--- config.mk ---
export PLATFORM = sky130hd
export DESIGN_NAME = nibble_serial_adder
export DESIGN_NICKNAME = d
export VERILOG_FILES = /design/src/rtl/nibble_adder_pkg.sv /design/src/rtl/add4_slice.sv /design/src/rtl/nibble_serial_adder.sv
export SDC_FILE = /design/constraint.sdc
export NUM_CORES = 1
export LEC_CHECK = 0
export BUFFER_PORTS_ARGS = -buffer_cell sky130_fd_sc_hd__buf_2
export CELL_PAD_IN_SITES_DETAIL_PLACEMENT = 1
export CELL_PAD_IN_SITES_GLOBAL_PLACEMENT = 2
export CORE_ASPECT_RATIO = 1.4
export CORE_MARGIN = 2
export CORE_UTILIZATION = 31
export DETAILED_ROUTE_END_ITERATION = 12
export HOLD_SLACK_MARGIN = 0.1
export PLACE_DENSITY_LB_ADDON = 0.1
export SKIP_CTS_REPAIR_TIMING = 1
export SLEW_MARGIN = 30
export SYNTH_ARGS = -nofsm -noshare
export SYNTH_HDL_FRONTEND = slang
export SYNTH_SLANG_ARGS = --single-unit
--- constraint.sdc ---
create_clock -name clk -period 2.16 [get_ports clk]
set_input_delay 0.108 -clock clk [delete_from_list [all_inputs] [get_ports clk]]
set_output_delay 0.108 -clock clk [all_outputs]
set_load 0.1 [all_outputs]
--- src/rtl/nibble_adder_pkg.sv ---
// Shared types and constants for the nibble-serial adder.
package nibble_adder_pkg;

  localparam int NIBBLE_W = 4;

  typedef enum logic [1:0] {
    IDLE = 2'd0,
    BUSY = 2'd1,
    DONE = 2'd2
  } nsa_state_e;

  function automatic int nibbles(input int width);
    return width / NIBBLE_W;
  endfunction

endpackage

--- src/rtl/add4_slice.sv ---
// Combinational 4-bit ripple-carry slice, one full adder per bit.
module add4_slice
  import nibble_adder_pkg::*;
(
  input  logic [NIBBLE_W-1:0] a,
  input  logic [NIBBLE_W-1:0] b,
  input  logic                cin,
  output logic [NIBBLE_W-1:0] s,
  output logic                cout
);

  logic [NIBBLE_W:0] c;

  assign c[0] = cin;

  for (genvar i = 0; i < NIBBLE_W; i++) begin : g_fa
    assign s[i]   = a[i] ^ b[i] ^ c[i];
    assign c[i+1] = (a[i] & b[i]) | (c[i] & (a[i] ^ b[i]));
  end

  assign cout = c[NIBBLE_W];

endmodule

--- src/rtl/nibble_serial_adder.sv ---
// Adds two WIDTH-bit operands one nibble per cycle through a single 4-bit slice.
// Define NIBBLE_SERIAL_OVF_EN to add the signed-overflow output ovf.
module nibble_serial_adder
  import nibble_adder_pkg::*;
#(
  parameter int WIDTH = 16
) (
  input  logic             clk,
  input  logic             rst_n,
  input  logic             in_valid,
  output logic             in_ready,
  input  logic [WIDTH-1:0] a,
  input  logic [WIDTH-1:0] b,
  input  logic             cin,
  output logic             out_valid,
  input  logic             out_ready,
  output logic [WIDTH-1:0] sum,
  output logic             cout
`ifdef NIBBLE_SERIAL_OVF_EN
  ,
  output logic             ovf
`endif
);

  localparam int NIBBLES = nibbles(WIDTH);
  localparam int CNT_W   = (NIBBLES > 1) ? $clog2(NIBBLES) : 1;
  localparam logic [CNT_W-1:0] LAST = CNT_W'(NIBBLES - 1);

  nsa_state_e       state_q, state_d;
  logic [WIDTH-1:0] a_sh_q, a_sh_d;
  logic [WIDTH-1:0] b_sh_q, b_sh_d;
  logic [WIDTH-1:0] sum_sh_q, sum_sh_d;
  logic             carry_q, carry_d;
  logic [CNT_W-1:0] cnt_q, cnt_d;

  logic [NIBBLE_W-1:0] slice_sum;
  logic                slice_cout;
  logic [WIDTH-1:0]    sum_next;

  add4_slice u_slice (
    .a    (a_sh_q[NIBBLE_W-1:0]),
    .b    (b_sh_q[NIBBLE_W-1:0]),
    .cin  (carry_q),
    .s    (slice_sum),
    .cout (slice_cout)
  );

  // Result nibbles enter at the top so the LSB nibble ends at bit 0.
  if (WIDTH == NIBBLE_W) begin : g_sum_one
    assign sum_next = slice_sum;
  end else begin : g_sum_many
    assign sum_next = {slice_sum, sum_sh_q[WIDTH-1:NIBBLE_W]};
  end

  always_ff @(posedge clk or negedge rst_n) begin
    if (!rst_n) begin
      state_q  <= IDLE;
      a_sh_q   <= '0;
      b_sh_q   <= '0;
      sum_sh_q <= '0;
      carry_q  <= 1'b0;
      cnt_q    <= '0;
    end else begin
      state_q  <= state_d;
      a_sh_q   <= a_sh_d;
      b_sh_q   <= b_sh_d;
      sum_sh_q <= sum_sh_d;
      carry_q  <= carry_d;
      cnt_q    <= cnt_d;
    end
  end

  always_comb begin
    state_d  = state_q;
    a_sh_d   = a_sh_q;
    b_sh_d   = b_sh_q;
    sum_sh_d = sum_sh_q;
    carry_d  = carry_q;
    cnt_d    = cnt_q;
    case (state_q)
      IDLE: begin
        if (in_valid) begin
          a_sh_d  = a;
          b_sh_d  = b;
          carry_d = cin;
          cnt_d   = '0;
          state_d = BUSY;
        end
      end
      BUSY: begin
        a_sh_d   = a_sh_q >> NIBBLE_W;
        b_sh_d   = b_sh_q >> NIBBLE_W;
        sum_sh_d = sum_next;
        carry_d  = slice_cout;
        cnt_d    = cnt_q + CNT_W'(1);
        if (cnt_q == LAST) state_d = DONE;
      end
      DONE: begin
        if (out_ready) state_d = IDLE;
      end
      default: state_d = IDLE;
    endcase
  end

  assign in_ready  = (state_q == IDLE);
  assign out_valid = (state_q == DONE);
  assign sum       = sum_sh_q;
  assign cout      = carry_q;

`ifdef NIBBLE_SERIAL_OVF_EN
  logic a_msb_q, b_msb_q, ovf_q;

  // Operand sign bits are gone from the shifters by the end, so keep copies.
  always_ff @(posedge clk or negedge rst_n) begin
    if (!rst_n) begin
      a_msb_q <= 1'b0;
      b_msb_q <= 1'b0;
      ovf_q   <= 1'b0;
    end else if (state_q == IDLE && in_valid) begin
      a_msb_q <= a[WIDTH-1];
      b_msb_q <= b[WIDTH-1];
    end else if (state_q == BUSY && cnt_q == LAST) begin
      ovf_q <= (a_msb_q == b_msb_q) && (sum_next[WIDTH-1] != a_msb_q);
    end
  end

  assign ovf = ovf_q;
`endif

endmodule
---- Word-level counts from Yosys, hierarchy flattened ----
Cells that the tools add are included.
word-level totals
  bits in registers ....................... 53
  latch bits .............................. 0
  RAM bits ................................ 0
  ROM bits ................................ 0
  output and inout port bits .............. 19
  logic and storage cells ................. 49
  memories kept ........................... 0
operators by class
  add/sub/neg operators ................... 1
  multiply operators ...................... 0
  divide/modulo/power cells ............... 0
  $lt $le $gt $ge ......................... 0
  equal/unequal tests ..................... 6
  shifts and indexed selects .............. 0
  mux-type cells .......................... 12
  bitwise logic cells ..................... 20
  reduce and logical (&&, ||, !) cells .... 4
operators by type and width
  kind                   count
  $pmux W16 S2           2
  $mux W16               2
  $and A1 B1 Y1          8
  $mux W2                4
  $xor A1 B1 Y1          8
  $pmux W2 S3            1
  $eq A2 B2 Y1 const B   2
  $ne A2 B2 Y1 const B   2
  $or A1 B1 Y1           4
  $pmux W2 S2            1
  $reduce_and A3 Y1      1
  $add A2 B1 Y2 const B  1
  $eq A2 B1 Y1 const B   1
  $logic_not A2 Y1       1
  $ne A2 B1 Y1 const B   1
  $pmux W1 S2            1
  $reduce_and A2 Y1      1
  $reduce_bool A2 Y1     1
  $mux W1                1

---- Longest topological paths before layout ----
  depth in word-level cells ............... 10
  depth in mapped cells ................... 8
  gate-level depth less buffers ........... 8

---- Cells and area by module ----
A second synthesis with hierarchy kept.
unflattened totals
  cell total of the unflattened synthesis .. 224
  area, all modules ....................... 2612.5 um^2
by module, submodules not included
  module               instances  cells an instance  area an instance (um^2)  sequential area each (um^2)
  nibble_serial_adder  1          210                2494.9                   1326.3
  add4_slice           1          14                 117.6                    0.0

---- Least setup slack after synthesis ----
Ideal clock, no wire load.
  path type ............................... register to register
  start ................................... register carry_q, in the netlist cout
  end ..................................... register carry_q, in the netlist cout
  library setup time ...................... 0.111 ns
  arrival ................................. 2.517 ns
  required time ........................... 2.049 ns
  slack ................................... -0.468 ns
  cell stages (with the launch flop) ...... 9
  path buffers ............................ 0
  period minus slack after synthesis ...... 2.628 ns
  cell sequence ........................... dfrtp_1 -> fa_1 -> inv_1 -> fa_1 -> inv_1 -> fa_1 -> inv_1 -> fa_1 -> a222oi_1
on the way
  longest elaborated chain between the ends .. 9
RTL lines
  element                 RTL line                   RTL
  from (decl)             nibble_serial_adder.sv:33  logic carry_q, carry_d;
  from (signal assigned)  nibble_serial_adder.sv:68  carry_q <= carry_d;
  $and A1 B1 Y1           add4_slice.sv:18           assign c[i+1] = (a[i] & b[i]) | (c[i] & (a[i] ^ b[i]));
  $or A1 B1 Y1            add4_slice.sv:18
  $and A1 B1 Y1           add4_slice.sv:18
  $or A1 B1 Y1            add4_slice.sv:18
  $and A1 B1 Y1           add4_slice.sv:18
  $or A1 B1 Y1            add4_slice.sv:18
  $and A1 B1 Y1           add4_slice.sv:18
  $or A1 B1 Y1            add4_slice.sv:18
  $pmux W1 S2             nibble_serial_adder.sv:80  case (state_q)
No other way between the ends.
A chain may end at the register's enable or synchronous reset.

---- Worst setup path after layout ----
  start ................................... register carry_q, in the netlist cout
  end ..................................... register sum_sh_q[15], in the netlist sum[15]
on the way
  longest elaborated chain between the ends .. 7
RTL lines
  element               RTL line                   RTL
  $and A1 B1 Y1         add4_slice.sv:18
  $or A1 B1 Y1          add4_slice.sv:18
  $and A1 B1 Y1         add4_slice.sv:18
  $or A1 B1 Y1          add4_slice.sv:18
  $and A1 B1 Y1         add4_slice.sv:18
  $or A1 B1 Y1          add4_slice.sv:18
  $xor A1 B1 Y1         add4_slice.sv:17           assign s[i] = a[i] ^ b[i] ^ c[i];
  to (signal assigned)  nibble_serial_adder.sv:67  sum_sh_q <= sum_sh_d;
  to (decl)             nibble_serial_adder.sv:32  logic [WIDTH-1:0] sum_sh_q, sum_sh_d;
No other way between the ends.

==> flow_metrics.tcl <==
set metrics [dict create \
    hold_start "b[12]" \
    worst_setup_path_start_kind "flip-flop" \
    synth-seq-cells 53 \
    drt_first_iter_violations 95 \
    fin_crit_ps 2100 \
    diodes 0 \
    synth_area_leaders "dfrtp_1 52%, mux2_2 6.6%, nor4b_1 6.5%, a211oi_1 5.6%, nor3b_1 5.6%" \
    synth.largest_area_cell "dfrtp_1" \
    cts_inserted_buffers 5 \
    criticalPathCategory "flip-flop to flip-flop" \
    num_io_pins 56 \
    timing.max_cap.violations 0 \
    stdcell_count 391 \
    yosysWarnings 0 \
    rsz0062_at_grt "yes" \
    synth-edff-count 0 \
    synth_cells 225 \
    die_w_um 80.9 \
    worst_r2r_path_depth 8 \
    first_pass_iteration_count_of_the_detailed_router 4 \
    worst-r2r-setup-slack_ps 60 \
    flip_flop_cell_with_the_highest_count_after_synthesis "dfrtp_1" \
    grt_pass1_wl_um 10100 \
    design.core.area_um2 8100 \
    initial_core_util_pct 31.7 \
    path_category_of_the_worst_min_delay_check "input pin to flip-flop" \
    fin_hold_ws_ps 145 \
    mappedNetlistArea_um2 2570 \
    detail_route.wirelength_um 6290 \
    num-nets-final 330 \
    crit_path_end_kind "flip-flop" \
    synth.lib_cells_used.distinct 26 \
    synth_area_per_cell_um2 11.4 \
    clock-skew-final_ps 8.11 \
    remaining_drc_errors 0 \
    worstMarginPinSlew_ps 599 \
    regToRegEndpoint "sum[15]$_DFFE_PN0P_" \
    maxClockFrequency_ghz 0.477 \
    die_h_um 112 \
    setup_violations 0 \
    layout_worst_path_cycle_share_pct 97.2 \
    groute.usage.overall_pct 14.5 \
    yosys.area.top_type_share_pct 51.6 \
    async_flop_share_pct 100 \
    crit_path_max_fanout 3 \
    timing.max_slew.rel_slack_pct 60.1 \
    proportion_of_layout_cells_with_a_drive_suffix_above_1_pct 34.9 \
    wl_per_cell_um 16.1 \
    regToRegStartpoint "cout$_DFFE_PN0P_" \
    port-buffer-count 55 \
    std_cell_rows 39 \
    worstSkewPairLatency_ps 290 \
    clock-sinks 53 \
    vias_in_the_first_global_route 2028 \
    drt-vias-per-instance 5.05 \
    placed_cells 376 \
    hold_critical_path_endpoint "b_sh_q[12]$_DFFE_PN0P_" \
    residual_overflow_from_global_routing 0 \
    yosysSeqAreaShare_pct 51.6 \
    run_status "finished, final reports clean" \
    crit_arrival_ps 2310 \
    timing.setup.tns_ps 0 \
    die_area_um2 9040 \
    final_hold_viol_count 0 \
    place.gp.congestion 0.712 \
    h_tree_lvl_count 2 \
    layout-area-overhead-vs-synth_pct 26.2 \
    antenna_left 0 \
    route.vias.total 1975 \
    post-route-cell-area_um2 3240 \
    synthesis.nets 267 \
    timing.final.max_slew_violations 0 \
    placement.cell_area_um2 3020 \
    grt_max_degree 33 \
    cts-root-to-sink-buffers 2 \
    clock_tree.root_cell "clkbuf_16" \
    cts.reportedPaths.clkPinSlew_ps 70 \
    tritoncts "done" \
    antenna_violations_before_repair 0 \
    cp.required_ps 2370 \
    hold_depth 3 \
    post-dp-hpwl_um 4510 \
]
==> worst max path at each step <==
stage | slack, ps | cells past startpoint | startpoint | to
6_report | 60 | 8 | cout$_DFFE_PN0P_ | sum[15]$_DFFE_PN0P_
5_1_grt | -8 | 8 | cout$_DFFE_PN0P_ | sum[15]$_DFFE_PN0P_
4_1_cts | 1 | 8 | cout$_DFFE_PN0P_ | sum[15]$_DFFE_PN0P_
3_5_place_dp | 20 | 8 | cout$_DFFE_PN0P_ | sum[15]$_DFFE_PN0P_
3_3_place_gp | 70 | 8 | cout$_DFFE_PN0P_ | sum[15]$_DFFE_PN0P_
2_1_floorplan | -70 | 8 | cout$_DFFE_PN0P_ | cout$_DFFE_PN0P_
==> synth_stat cells (2+ instances only) <==
cell type and instances:
o221ai_1 4, nand3b_1 4, a211oi_1 19, inv_1 35
fa_1 4, clkbuf_1 9, mux2i_1 2, mux2_2 15
nor2b_1 8, buf_2 9, dfrtp_1 53, nor3b_1 19
nand2_1 5, nor4b_1 19, a222oi_1 6, a32o_1 4
==> worst max-delay path, stage by stage (launching register included) <==
cell	delay (ps)
dfrtp_4	490
fa_2	340
inv_2	60
fa_2	190
inv_2	40
fa_2	330
inv_2	60
fa_1	390
mux2i_1	130
==> cells in the final DEF (no fill, tap or decap) <==
cell,Yosys,layout
ha_1,1,1
a222oi_1,6,6
or2_2,1,1
dfrtp_4,0,1
nand2_1,5,5
dfrtp_1,53,52
a211oi_1,19,19
inv_2,0,3
nor3b_1,19,19
clkbuf_16,0,5
mux2_2,15,15
clkbuf_8,0,1
nand2b_1,1,1
a22o_1,1,1
nor2b_2,0,1
nor2b_1,8,7
dlygate4sd3_1,0,6
a32o_1,4,4
fa_2,0,3
mux2i_1,2,2
buf_12,0,2
buf_4,1,15
nor4b_1,19,19
inv_1,35,32
nand3b_1,4,4
buf_2,9,53
a21oi_1,1,1
nor2_1,1,1
o2bb2ai_1,1,1
o221ai_1,4,4
clkbuf_1,9,2
fa_1,4,1
o21bai_2,0,1
==> logic make-up (layout without fill, tap and decap cells) <==
kind of cell,after synthesis,in the layout,share of synthesized area [%]
AND/OR/NAND/NOR,58,58,16.5
multiplexers,17,17,7.36
AO/OA/AOI/OAI,37,37,12.0
buffers and inverters,55,119,8.91
flip-flops,53,53,51.6
adder cells (fa/ha/maj),5,5,3.60
==> area by class of cell <==
class	instances	area, um^2
fillers	915	4860
flip-flops and latches	53	1330
multi-input cells	117	1030
repair buffers	76	478
inverters	35	131
well taps	102	128
clock buffers	8	146
==> layer usage <==
metal  wire (um)  global-route usage, %  share of wire [%]
met3         283                   2.67                4.5
met2        3230                   24.4                 51
met1        2690                   18.6                 43
met5           0                      0                  0
met4          87                   4.75                1.4
==> per-stage QoR <==
stage	util [%]	setup slack (ps)
detailed placement	37.3	17.4
floorplan	-	-73.1
finish	40.0	61.5
global placement	37.3	65.6
global route	40.0	-8.16
CTS	39.1	1.01
==> flip-flops by register name, indices dropped and copies added, names as in the netlist <==
| name | count |
|---|---|
| sum | 16 |
| a_sh_q | 16 |
| state_q | 2 |
| cout | 1 |
| cnt_q | 2 |
| b_sh_q | 16 |
Power is left out: the tool's default activity adds up to more than one toggle a clock period on the data nets, which glitch-free logic cannot reach.
